## src/rtl/alarm_pkg.sv

```systemverilog
`default_nettype none
// ============================================================================
// Module      : alarm_pkg
// Description : Shared definitions for the alarm controller: FSM state
//               encoding, one-hot key codes and time-field limits.
// Revision    : 1.0 - initial release
// ============================================================================
package alarm_pkg;

    typedef enum logic [1:0] {
        IDLE    = 2'd0,
        ARMED   = 2'd1,
        RINGING = 2'd2,
        SNOOZE  = 2'd3
    } alarm_state_t;

    // Key codes as delivered by the debounced button path (one-hot).
    localparam logic [4:0] KEY_UP    = 5'b10000;
    localparam logic [4:0] KEY_LEFT  = 5'b01000;
    localparam logic [4:0] KEY_MID   = 5'b00100;
    localparam logic [4:0] KEY_DOWN  = 5'b00010;
    localparam logic [4:0] KEY_RIGHT = 5'b00001;

    localparam int MAX_HOUR = 23;
    localparam int MAX_MIN  = 59;

endpackage
`default_nettype wire

```

## src/rtl/wrap_counter.sv

```systemverilog
`default_nettype none
// ============================================================================
// Module      : wrap_counter
// Description : Up/down counter over 0..MAX with wrap-around in both
//               directions and a parameterised synchronous reset value.
//   clk   in  1  clock
//   rst   in  1  synchronous active-high reset (loads RST_VAL)
//   en    in  1  qualifies inc/dec
//   inc   in  1  step up, MAX wraps to 0
//   dec   in  1  step down, 0 wraps to MAX (inc wins if both set)
//   count out W  current value
// Revision    : 1.0 - initial release
// ============================================================================
module wrap_counter #(
    parameter int MAX     = 59,
    parameter int W       = 6,
    parameter int RST_VAL = 0
) (
    input  logic         clk,
    input  logic         rst,
    input  logic         en,
    input  logic         inc,
    input  logic         dec,
    output logic [W-1:0] count
);

    localparam logic [W-1:0] C_MAX = W'(MAX);
    localparam logic [W-1:0] C_RST = W'(RST_VAL);

    logic [W-1:0] r_count;

    always_ff @(posedge clk) begin
        if (rst) begin
            r_count <= C_RST;
        end else if (en && inc) begin
            r_count <= (r_count == C_MAX) ? '0 : r_count + 1'b1;
        end else if (en && dec) begin
            r_count <= (r_count == '0) ? C_MAX : r_count - 1'b1;
        end
    end

    assign count = r_count;

endmodule
`default_nettype wire

```

## src/rtl/alarm_ctrl.sv

```systemverilog
`default_nettype none
// ============================================================================
// Module      : alarm_ctrl
// Description : Alarm controller. Holds an editable HH:MM alarm time, rings
//               when the live clock reaches HH:MM:00, supports snooze and
//               dismiss, and drives a gated buzzer square wave.
//   clk, rst          clock, synchronous active-high reset
//   cur_hours/minutes/seconds  live time from the time-keeping block
//   alarm_en          level; 0 forces IDLE
//   set_mode          level; 1 = alarm edit mode
//   key_pulse[4:0]    one-cycle keys: up, left, mid, down, right
//   alarm_hours/minutes  stored alarm time
//   edit_sel          0 = minutes field, 1 = hours field
//   armed, ringing    registered state flags
//   buzzer            square wave while ringing, else 0
// Revision    : 1.0 - initial release
// ============================================================================
module alarm_ctrl
    import alarm_pkg::*;
#(
    parameter int RING_SECS   = 60,
    parameter int SNOOZE_SECS = 300,
    parameter int BUZZ_DIV    = 25_000_000
) (
    input  logic       clk,
    input  logic       rst,
    input  logic [4:0] cur_hours,
    input  logic [5:0] cur_minutes,
    input  logic [5:0] cur_seconds,
    input  logic       alarm_en,
    input  logic       set_mode,
    input  logic [4:0] key_pulse,
    output logic [4:0] alarm_hours,
    output logic [5:0] alarm_minutes,
    output logic       edit_sel,
    output logic       armed,
    output logic       ringing,
    output logic       buzzer
);

    localparam int RING_W = $clog2(RING_SECS + 1);
    localparam int SNZ_W  = $clog2(SNOOZE_SECS + 1);
    localparam int DIV_W  = (BUZZ_DIV > 1) ? $clog2(BUZZ_DIV) : 1;

    localparam logic [RING_W-1:0] C_RING_LOAD = RING_W'(RING_SECS);
    localparam logic [SNZ_W-1:0]  C_SNZ_LOAD  = SNZ_W'(SNOOZE_SECS);
    localparam logic [DIV_W-1:0]  C_DIV_LAST  = DIV_W'(BUZZ_DIV - 1);

    alarm_state_t      r_state;
    logic [5:0]        r_prev_sec;
    logic [RING_W-1:0] r_ring_cnt;
    logic [SNZ_W-1:0]  r_snooze_cnt;
    logic [DIV_W-1:0]  r_div;
    logic              r_armed;
    logic              r_ringing;
    logic              r_buzzer;
    logic              r_edit_sel;

    logic w_tick;
    logic w_match;
    logic w_edit;
    logic w_key_up, w_key_left, w_key_mid, w_key_down, w_key_right;

    // Exact-equality decode: any multi-bit key pattern matches nothing.
    assign w_key_up    = (key_pulse == KEY_UP);
    assign w_key_left  = (key_pulse == KEY_LEFT);
    assign w_key_mid   = (key_pulse == KEY_MID);
    assign w_key_down  = (key_pulse == KEY_DOWN);
    assign w_key_right = (key_pulse == KEY_RIGHT);

    // A change of the seconds value marks a new second, including jumps
    // caused by editing the live clock.
    assign w_tick  = (cur_seconds != r_prev_sec);
    assign w_match = w_tick && (cur_seconds == 6'd0) &&
                     (cur_hours == alarm_hours) &&
                     (cur_minutes == alarm_minutes) && !set_mode;
    assign w_edit  = set_mode && ((r_state == IDLE) || (r_state == ARMED));

    // Loaded during reset too, so releasing reset never produces a tick.
    always_ff @(posedge clk) begin
        r_prev_sec <= cur_seconds;
    end

    always_ff @(posedge clk) begin
        if (rst) begin
            r_edit_sel <= 1'b0;
        end else if (w_edit && (w_key_left || w_key_right)) begin
            r_edit_sel <= ~r_edit_sel;
        end
    end

    wrap_counter #(.MAX(MAX_HOUR), .W(5), .RST_VAL(7)) u_hours (
        .clk   (clk),
        .rst   (rst),
        .en    (w_edit && r_edit_sel),
        .inc   (w_key_up),
        .dec   (w_key_down),
        .count (alarm_hours)
    );

    wrap_counter #(.MAX(MAX_MIN), .W(6), .RST_VAL(0)) u_minutes (
        .clk   (clk),
        .rst   (rst),
        .en    (w_edit && !r_edit_sel),
        .inc   (w_key_up),
        .dec   (w_key_down),
        .count (alarm_minutes)
    );

    always_ff @(posedge clk) begin
        if (rst) begin
            r_state      <= IDLE;
            r_ring_cnt   <= '0;
            r_snooze_cnt <= '0;
            r_div        <= '0;
            r_armed      <= 1'b0;
            r_ringing    <= 1'b0;
            r_buzzer     <= 1'b0;
        end else begin
            // Buzzer and divider rest at 0 unless a ringing branch below
            // keeps them running.
            r_div    <= '0;
            r_buzzer <= 1'b0;
            if (!alarm_en) begin
                r_state   <= IDLE;
                r_armed   <= 1'b0;
                r_ringing <= 1'b0;
            end else begin
                unique case (r_state)
                    IDLE: begin
                        r_state <= ARMED;
                        r_armed <= 1'b1;
                    end
                    ARMED: begin
                        if (w_match) begin
                            r_state    <= RINGING;
                            r_ring_cnt <= C_RING_LOAD;
                            r_armed    <= 1'b0;
                            r_ringing  <= 1'b1;
                            r_buzzer   <= 1'b1;
                        end
                    end
                    RINGING: begin
                        if (w_key_mid) begin
                            r_state      <= SNOOZE;
                            r_snooze_cnt <= C_SNZ_LOAD;
                            r_ringing    <= 1'b0;
                        end else if (w_key_down ||
                                     (w_tick && r_ring_cnt == RING_W'(1))) begin
                            r_state   <= ARMED;
                            r_armed   <= 1'b1;
                            r_ringing <= 1'b0;
                        end else begin
                            if (w_tick) begin
                                r_ring_cnt <= r_ring_cnt - 1'b1;
                            end
                            if (r_div == C_DIV_LAST) begin
                                r_buzzer <= ~r_buzzer;
                            end else begin
                                r_div    <= r_div + 1'b1;
                                r_buzzer <= r_buzzer;
                            end
                        end
                    end
                    SNOOZE: begin
                        if (w_key_down) begin
                            r_state <= ARMED;
                            r_armed <= 1'b1;
                        end else if (w_tick) begin
                            if (r_snooze_cnt == SNZ_W'(1)) begin
                                r_state    <= RINGING;
                                r_ring_cnt <= C_RING_LOAD;
                                r_ringing  <= 1'b1;
                                r_buzzer   <= 1'b1;
                            end else begin
                                r_snooze_cnt <= r_snooze_cnt - 1'b1;
                            end
                        end
                    end
                    default: begin
                        r_state   <= IDLE;
                        r_armed   <= 1'b0;
                        r_ringing <= 1'b0;
                    end
                endcase
            end
        end
    end

    assign edit_sel = r_edit_sel;
    assign armed    = r_armed;
    assign ringing  = r_ringing;
    assign buzzer   = r_buzzer;

endmodule
`default_nettype wire

```

## config.mk

```make
export PLATFORM = sky130hd
export DESIGN_NAME = alarm_ctrl
export DESIGN_NICKNAME = d
export VERILOG_FILES = /design/src/rtl/alarm_pkg.sv /design/src/rtl/wrap_counter.sv /design/src/rtl/alarm_ctrl.sv
export SDC_FILE = /design/constraint.sdc
export NUM_CORES = 1
export LEC_CHECK = 0
export ABC_CLOCK_PERIOD_IN_PS = 5120
export BUFFER_PORTS_ARGS = -buffer_cell sky130_fd_sc_hd__buf_2
export CORE_UTILIZATION = 58
export DETAILED_ROUTE_END_ITERATION = 12
export PLACE_DENSITY_LB_ADDON = 0.15
export SYNTH_ARGS = -nofsm -noshare
export SYNTH_HDL_FRONTEND = slang
export SYNTH_SLANG_ARGS = --single-unit
```

## constraint.sdc

```tcl
create_clock -name clk -period 5.12 [get_ports clk]
set_input_delay 0 -clock clk [delete_from_list [all_inputs] [get_ports clk]]
set_output_delay 0 -clock clk [all_outputs]
set_load 0.05 [all_outputs]
```

Word level (Yosys, flattened, before mapping)

Index checks and enable logic that the tools add are counted.

Logic and storage cells: 134
Input port bits: 26
Memories kept: 0
Register bits after elaboration: 63
Memory bits (read-only): 0
Bits in latches: 0
Bits in writable memories: 0

Shift operators: 0
Order comparisons: 0
Multiplexer cells: 48
Reduce and logical (&&, ||, !) cells: 33
Add/sub/neg operators: 7
Div/mod/pow operators: 0
Equal/unequal tests: 31
Bitwise logic cells: 4
Multipliers: 0

Operators with widths:

| kind                                              | number |
|---|---|
| two-way mux 6 bit                                 | 11 |
| two-way mux 9 bit                                 | 4 |
| adder 25 x 1 -> 25 bit (second input constant)    | 1 |
| == test 25 bit (second input constant)            | 1 |
| two-way mux 5 bit                                 | 4 |
| != test 2 bit (second input constant)             | 10 |
| case mux 6 bit (3 select lines)                   | 1 |
| case mux 9 bit (2 select lines)                   | 1 |
| two-way mux 1 bit                                 | 17 |
| logical AND 1 bit                                 | 13 |
| logical NOT 6 bit                                 | 2 |
| two-way mux 2 bit                                 | 6 |
| AND reduction 6 bit                               | 2 |
| subtractor 6 x 1 -> 6 bit (second input constant) | 2 |
| == test 5 bit (second input constant)             | 2 |
| == test 9 x 1 -> 1 bit (second input constant)    | 1 |
| AND reduction 9 bit                               | 1 |
| subtractor 9 x 1 -> 9 bit (second input constant) | 1 |
| case mux 2 bit (4 select lines)                   | 1 |
| AND reduction 4 bit                               | 2 |
| adder 6 x 1 -> 6 bit (second input constant)      | 1 |
| == test 6 x 1 -> 1 bit (second input constant)    | 1 |
| == test 6 bit                                     | 1 |
| == test 6 bit (second input constant)             | 1 |
| other kinds (25)                                  | 36 |

Depth between registers and ports, before layout

Word-level depth: 7
Depth in mapped cells: 9
Depth with buffers taken out: 8

Modules after synthesis

From an unflattened synthesis, not the netlist that was laid out.

Cells, all modules: 429
Area total of the unflattened synthesis: 3,681.0 sq um

By module, submodules not included:

| module                   | seq. area each (sq um) | instances | area an instance (sq um) | cells an instance |
|---|---|---|---|---|
| alarm_ctrl               | 1,041.0                | 1         | 2,715.1                  | 310 |
| wrap_counter (u_minutes) | 120.1                  | 1         | 594.3                    | 74 |
| wrap_counter (u_hours)   | 100.1                  | 1         | 371.6                    | 45 |

Least setup slack after synthesis

Ideal clock, no wire load.

Path kind: register -> register
Start: register u_minutes.r_count[3] (netlist: u_minutes.count[3])
End: register r_ring_cnt[5]
Data required time: 4.986 ns
Setup time: 0.134 ns
Arrival: 1.973 ns
Buffers on the path: 2
Stages on the path, launching flop included: 9
Path slack: 3.013 ns
Path through: dfxtp_1 > clkbuf_1 > xor2_1 > nor4_1 > nand4_1 > o21bai_1 > and3_1 > buf_6 > a211oi_1

Cells in the longest elaborated chain, start to end: 5

Ends and longest elaborated chain:

| what                          | line               | source |
|---|---|---|
| start: declaration            | wrap_counter.sv:30 | `logic [W-1:0] r_count;` |
| start signal: assignment      | wrap_counter.sv:36 | `r_count <= (r_count == C_MAX) ? '0 : r_count + 1'b1;` |
| start signal: assignment      | wrap_counter.sv:38 | `r_count <= (r_count == '0) ? C_MAX : r_count - 1'b1;` |
| == test 6 bit                 | alarm_ctrl.sv:76   | `(cur_minutes == alarm_minutes) && !set_mode;` |
| logical AND 1 bit             | alarm_ctrl.sv:75   | `(cur_hours == alarm_hours) &&` |
| logical AND 1 bit             | alarm_ctrl.sv:76   |  |
| != test 2 bit (no line)       | -                  |  |
| AND reduction 9 bit (no line) | -                  |  |
| end signal: assignment        | alarm_ctrl.sv:155  | `r_ring_cnt <= r_ring_cnt - 1'b1;` |
| end: declaration              | alarm_ctrl.sv:51   | `logic [RING_W-1:0] r_ring_cnt;` |

No other way between the ends.
A chain may end at the register's enable or synchronous reset.

Worst setup path in the final report

Start: register r_div[0]
End: register r_div[17]

Cells in the longest elaborated chain, start to end: 2

Ends and longest elaborated chain:

| what                                                                           | line              | source |
|---|---|---|
| start: declaration                                                             | alarm_ctrl.sv:53  | `logic [DIV_W-1:0] r_div;` |
| start signal: assignment                                                       | alarm_ctrl.sv:160 | `r_div <= r_div + 1'b1;` |
| parallel branches: the longest is 2 deep, another holds adder 25 x 1 -> 25 bit | -                 |  |

Parallel ways; which one is timed is not known.

==> results.toml <==
[status]
status = "completed"

[layout]
drive_gt1_share_pct = 15.4
num_antenna_cells = 0
nFillCells = 512
nets = 499
synthToLayoutAreaGrowth_pct = 13.5

[logic_synthesis]
syn-num-nets = 460
synth.distinct_cells = 63
synth_area_mm2 = 0.00360
syn_avg_cell_area_um2 = 8.49
syn-instance-count = 424
yosysWarnings = 0
synthArstFlopShare_pct = 0
synth_ff_type = "dfxtp_1"
ys_ff_latch = 63
synth_edf_count = 0
yosysSeqAreaShare_pct = 35.0

[sta]
fmax_mhz = 394
hold_slack_ns = 0.0894
finalCritPeriodShare_pct = 49.5
rsz0062_at_grt = "false"
setup_violations = 0
finalClockSkew_ns = 0.00871
final-max-slew-violation-count = 0
worst_pin_slew_ns = 0.940
relSlewSlack_pct = 37.2
hold_viol_final = 0
tns_ns = 0
finalCriticalPeriod_ns = 2.54

[worst_setup_path]
start_kind = "flip-flop"
timing.rr.end = "r_div[17]"
reg2reg_depth = 6
cp_data_required_time_ns = 5.32
path_class = "reg -> reg"
end_kind = "flip-flop"
r2r_start = "r_div[0]"
rrSetupSlack_ns = 2.58
arrival_ns = 2.74
path_max_fanout = 25

[floorplanning]
io_pins = 41
die_h_um = 80.8
core_mm2 = 0.00596
die_w_um = 80.8
rows = 28
start_util_pct = 60.5
die_area_mm2 = 0.00653

[cts]
cts_tree = "done"
htree_levels = 3
path_clk_slew_ns = 0.07
ctsRootBufferMaster = "clkbuf_8"
cts_made_buffers = 9
tritoncts_num_sinks = 63
postCtsSetupRepairBufs = 0
clockBufferDepth = 2
clock_latency_ns = 0.35

[pwr]
ir_drop_mv = 0.199
power_density_mw_per_mm2 = 263
leakagePower_nw = 1.52

[min_path]
holdPathStages = 2
hold_start = "rst"
min_delay_worst_endpoint = "u_minutes.count[1]"
hold_path.class = "in -> reg"

[routing]
drtIter0Drc = 129
dr.pass1.iters = 5
routed_wl_mm = 7.98
ant_nets = 0
route.detailed.drc = 0
via_per_inst = 5.91
via_count = 3208
wl_per_cell_um = 14.7

[global_routing]
grt_overflow = 0
grt_max_degree = 26
grt_pass1_wl_mm = 13.0
grtUsageTotal_pct = 26.0
grt_pass1_vias = 2876
antenna_found_initial = 0

[job]
max_cap_viol_count = 0

[place]
dpl.hpwl_mm = 5.49
portBuffers = 40
place_congestion = 0.800
logic make-up (layout without fill, tap and decap cells):
group	count (synthesis)	in the layout	synth area share, %
AOI/OAI and AO/OA	86	86	16.6
xor gates and xnor gates	48	48	11.7
adders and majority gates	10	10	3.47
buffers and inverters	33	77	4.24
DFF	63	63	35.0
muxes	2	2	0.556
and+or+nand+nor	182	182	28.4
where the power goes:
part,switching (W),leakage [nW],total [W],internal [W]
logic,0.0000478,0.901,0.0000854,0.0000375
registers,0.0000102,0.511,0.000508,0.000498
clock network,0.000195,0.110,0.000482,0.000287
through the flow:
| step | total power, W | setup slack [ns] | cell area (um^2) | util [%] | std cells |
|---|---|---|---|---|---|
| after global placement | 0.000597 | 2.75 | 3790 | 63.7 | 520 |
| after global routing | 0.00111 | 2.36 | 4090 | 68.6 | 543 |
| after floorplan | 0.000574 | 3.01 | 3600 | - | 424 |
| final | 0.00108 | 2.58 | 4090 | 68.6 | 543 |
| after CTS | 0.00108 | 2.57 | 4090 | 68.6 | 543 |
| after detailed placement | 0.000599 | 2.65 | 3790 | 63.7 | 520 |
per-layer routing:
| layer | GRT usage (%) | routed length [um] | up-vias |
|---|---|---|---|
| met1 | 33.4 | 3720 | 1506 |
| li1 | - | - | 1622 |
| met4 | 10.5 | 129 | 0 |
| met5 | 0 | 0 | - |
| met3 | 4.83 | 399 | 12 |
| met2 | 42.9 | 3720 | 68 |
worst max-delay path by stage:
stage | start | to | slack (ns) | cells past startpoint
after floorplan | u_minutes.count[3] | r_ring_cnt[5] | 3.01 | 8
after global placement | r_div[0] | r_div[20] | 2.75 | 6
after detailed placement | r_div[0] | r_div[17] | 2.65 | 6
after CTS | r_div[0] | r_div[17] | 2.57 | 6
after global routing | r_div[0] | r_div[24] | 2.36 | 6
final | r_div[0] | r_div[17] | 2.58 | 6
critical path, cell delays in order, from the launching register on:
cell     delay [ns]
dfxtp_1        0.37
ha_1           0.24
nand4_1        0.20
or2_2          0.36
or4_4          0.43
nand3_1        0.66
nor2_1         0.12
timing repair:
action / in CTS / in global routing
endpoints found under the hold margin: 8 / 0
hold buffers: 7 / 0
gates resized for setup: 0 / 0
state kept, by name, indices dropped and copies added (netlist names):
register and count:
r_snooze_cnt 9, buzzer 1, ringing 1, r_ring_cnt 6, u_minutes.count 6, r_prev_sec 6
u_hours.count 5, edit_sel 1, armed 1, r_state 2, r_div 25
cells in the mapped netlist, types with 5 or more instances:
cell / n / area share [%]
nand4_1: 12 / 2.1
nor4_1: 6 / 1.0
a21oi_1: 19 / 2.6
and3_1: 6 / 1.0
clkbuf_1: 11 / 1.1
inv_1: 14 / 1.5
or3_1: 10 / 1.7
nand2_1: 21 / 2.2
ha_1: 10 / 3.5
or4_1: 6 / 1.3
nand3b_1: 5 / 1.0
o31ai_1: 7 / 1.5
o21ai_0: 16 / 2.2
xnor2_1: 22 / 5.4
nand3_1: 19 / 2.6
xor2_1: 26 / 6.3
nor3_1: 15 / 2.1
dfxtp_1: 63 / 35
a31oi_1: 5 / 0.87
nor2_1: 50 / 5.2
cell usage in the layout (no fill, tap or decap), types with 3 or more instances in the layout:
| cell type | synthesis | routed |
|---|---|---|
| a21o_1 | 3 | 3 |
| dlygate4sd3_1 | 0 | 7 |
| ha_1 | 10 | 10 |
| nand3_1 | 19 | 19 |
| or4_1 | 6 | 6 |
| a311oi_1 | 4 | 4 |
| nand2_1 | 21 | 21 |
| and3_1 | 6 | 6 |
| nor4_1 | 6 | 6 |
| nor3b_1 | 3 | 3 |
| a21oi_1 | 19 | 19 |
| a211oi_1 | 4 | 4 |
| a31oi_1 | 5 | 5 |
| o211ai_1 | 3 | 3 |
| nor4b_1 | 3 | 3 |
| inv_1 | 14 | 14 |
| o21a_1 | 4 | 4 |
| nand2b_1 | 4 | 4 |
| xnor2_1 | 22 | 22 |
| o31ai_1 | 7 | 7 |
| nor2_1 | 50 | 50 |
| xor2_1 | 26 | 26 |
| nand4_1 | 12 | 12 |
| nor2b_1 | 3 | 3 |
| dfxtp_1 | 63 | 63 |
| clkbuf_8 | 0 | 10 |
| o21ai_0 | 16 | 16 |
| or3_1 | 10 | 10 |
| buf_2 | 4 | 40 |
| nor3_1 | 15 | 15 |
| nand3b_1 | 5 | 5 |
final cells by class:
type                       count  area [um^2]  area share [%]
tap                           75         93.8            2.30
timing repair buffer          47          270            6.61
inverter                      14         52.6            1.29
sequential                    63         1260            30.9
clock buffer                  11          141            3.46
multi-input combinational    328         2190            53.5
clock inverter                 5         81.3            1.99
No activity file was read; power rests on OpenSTA's default activity.
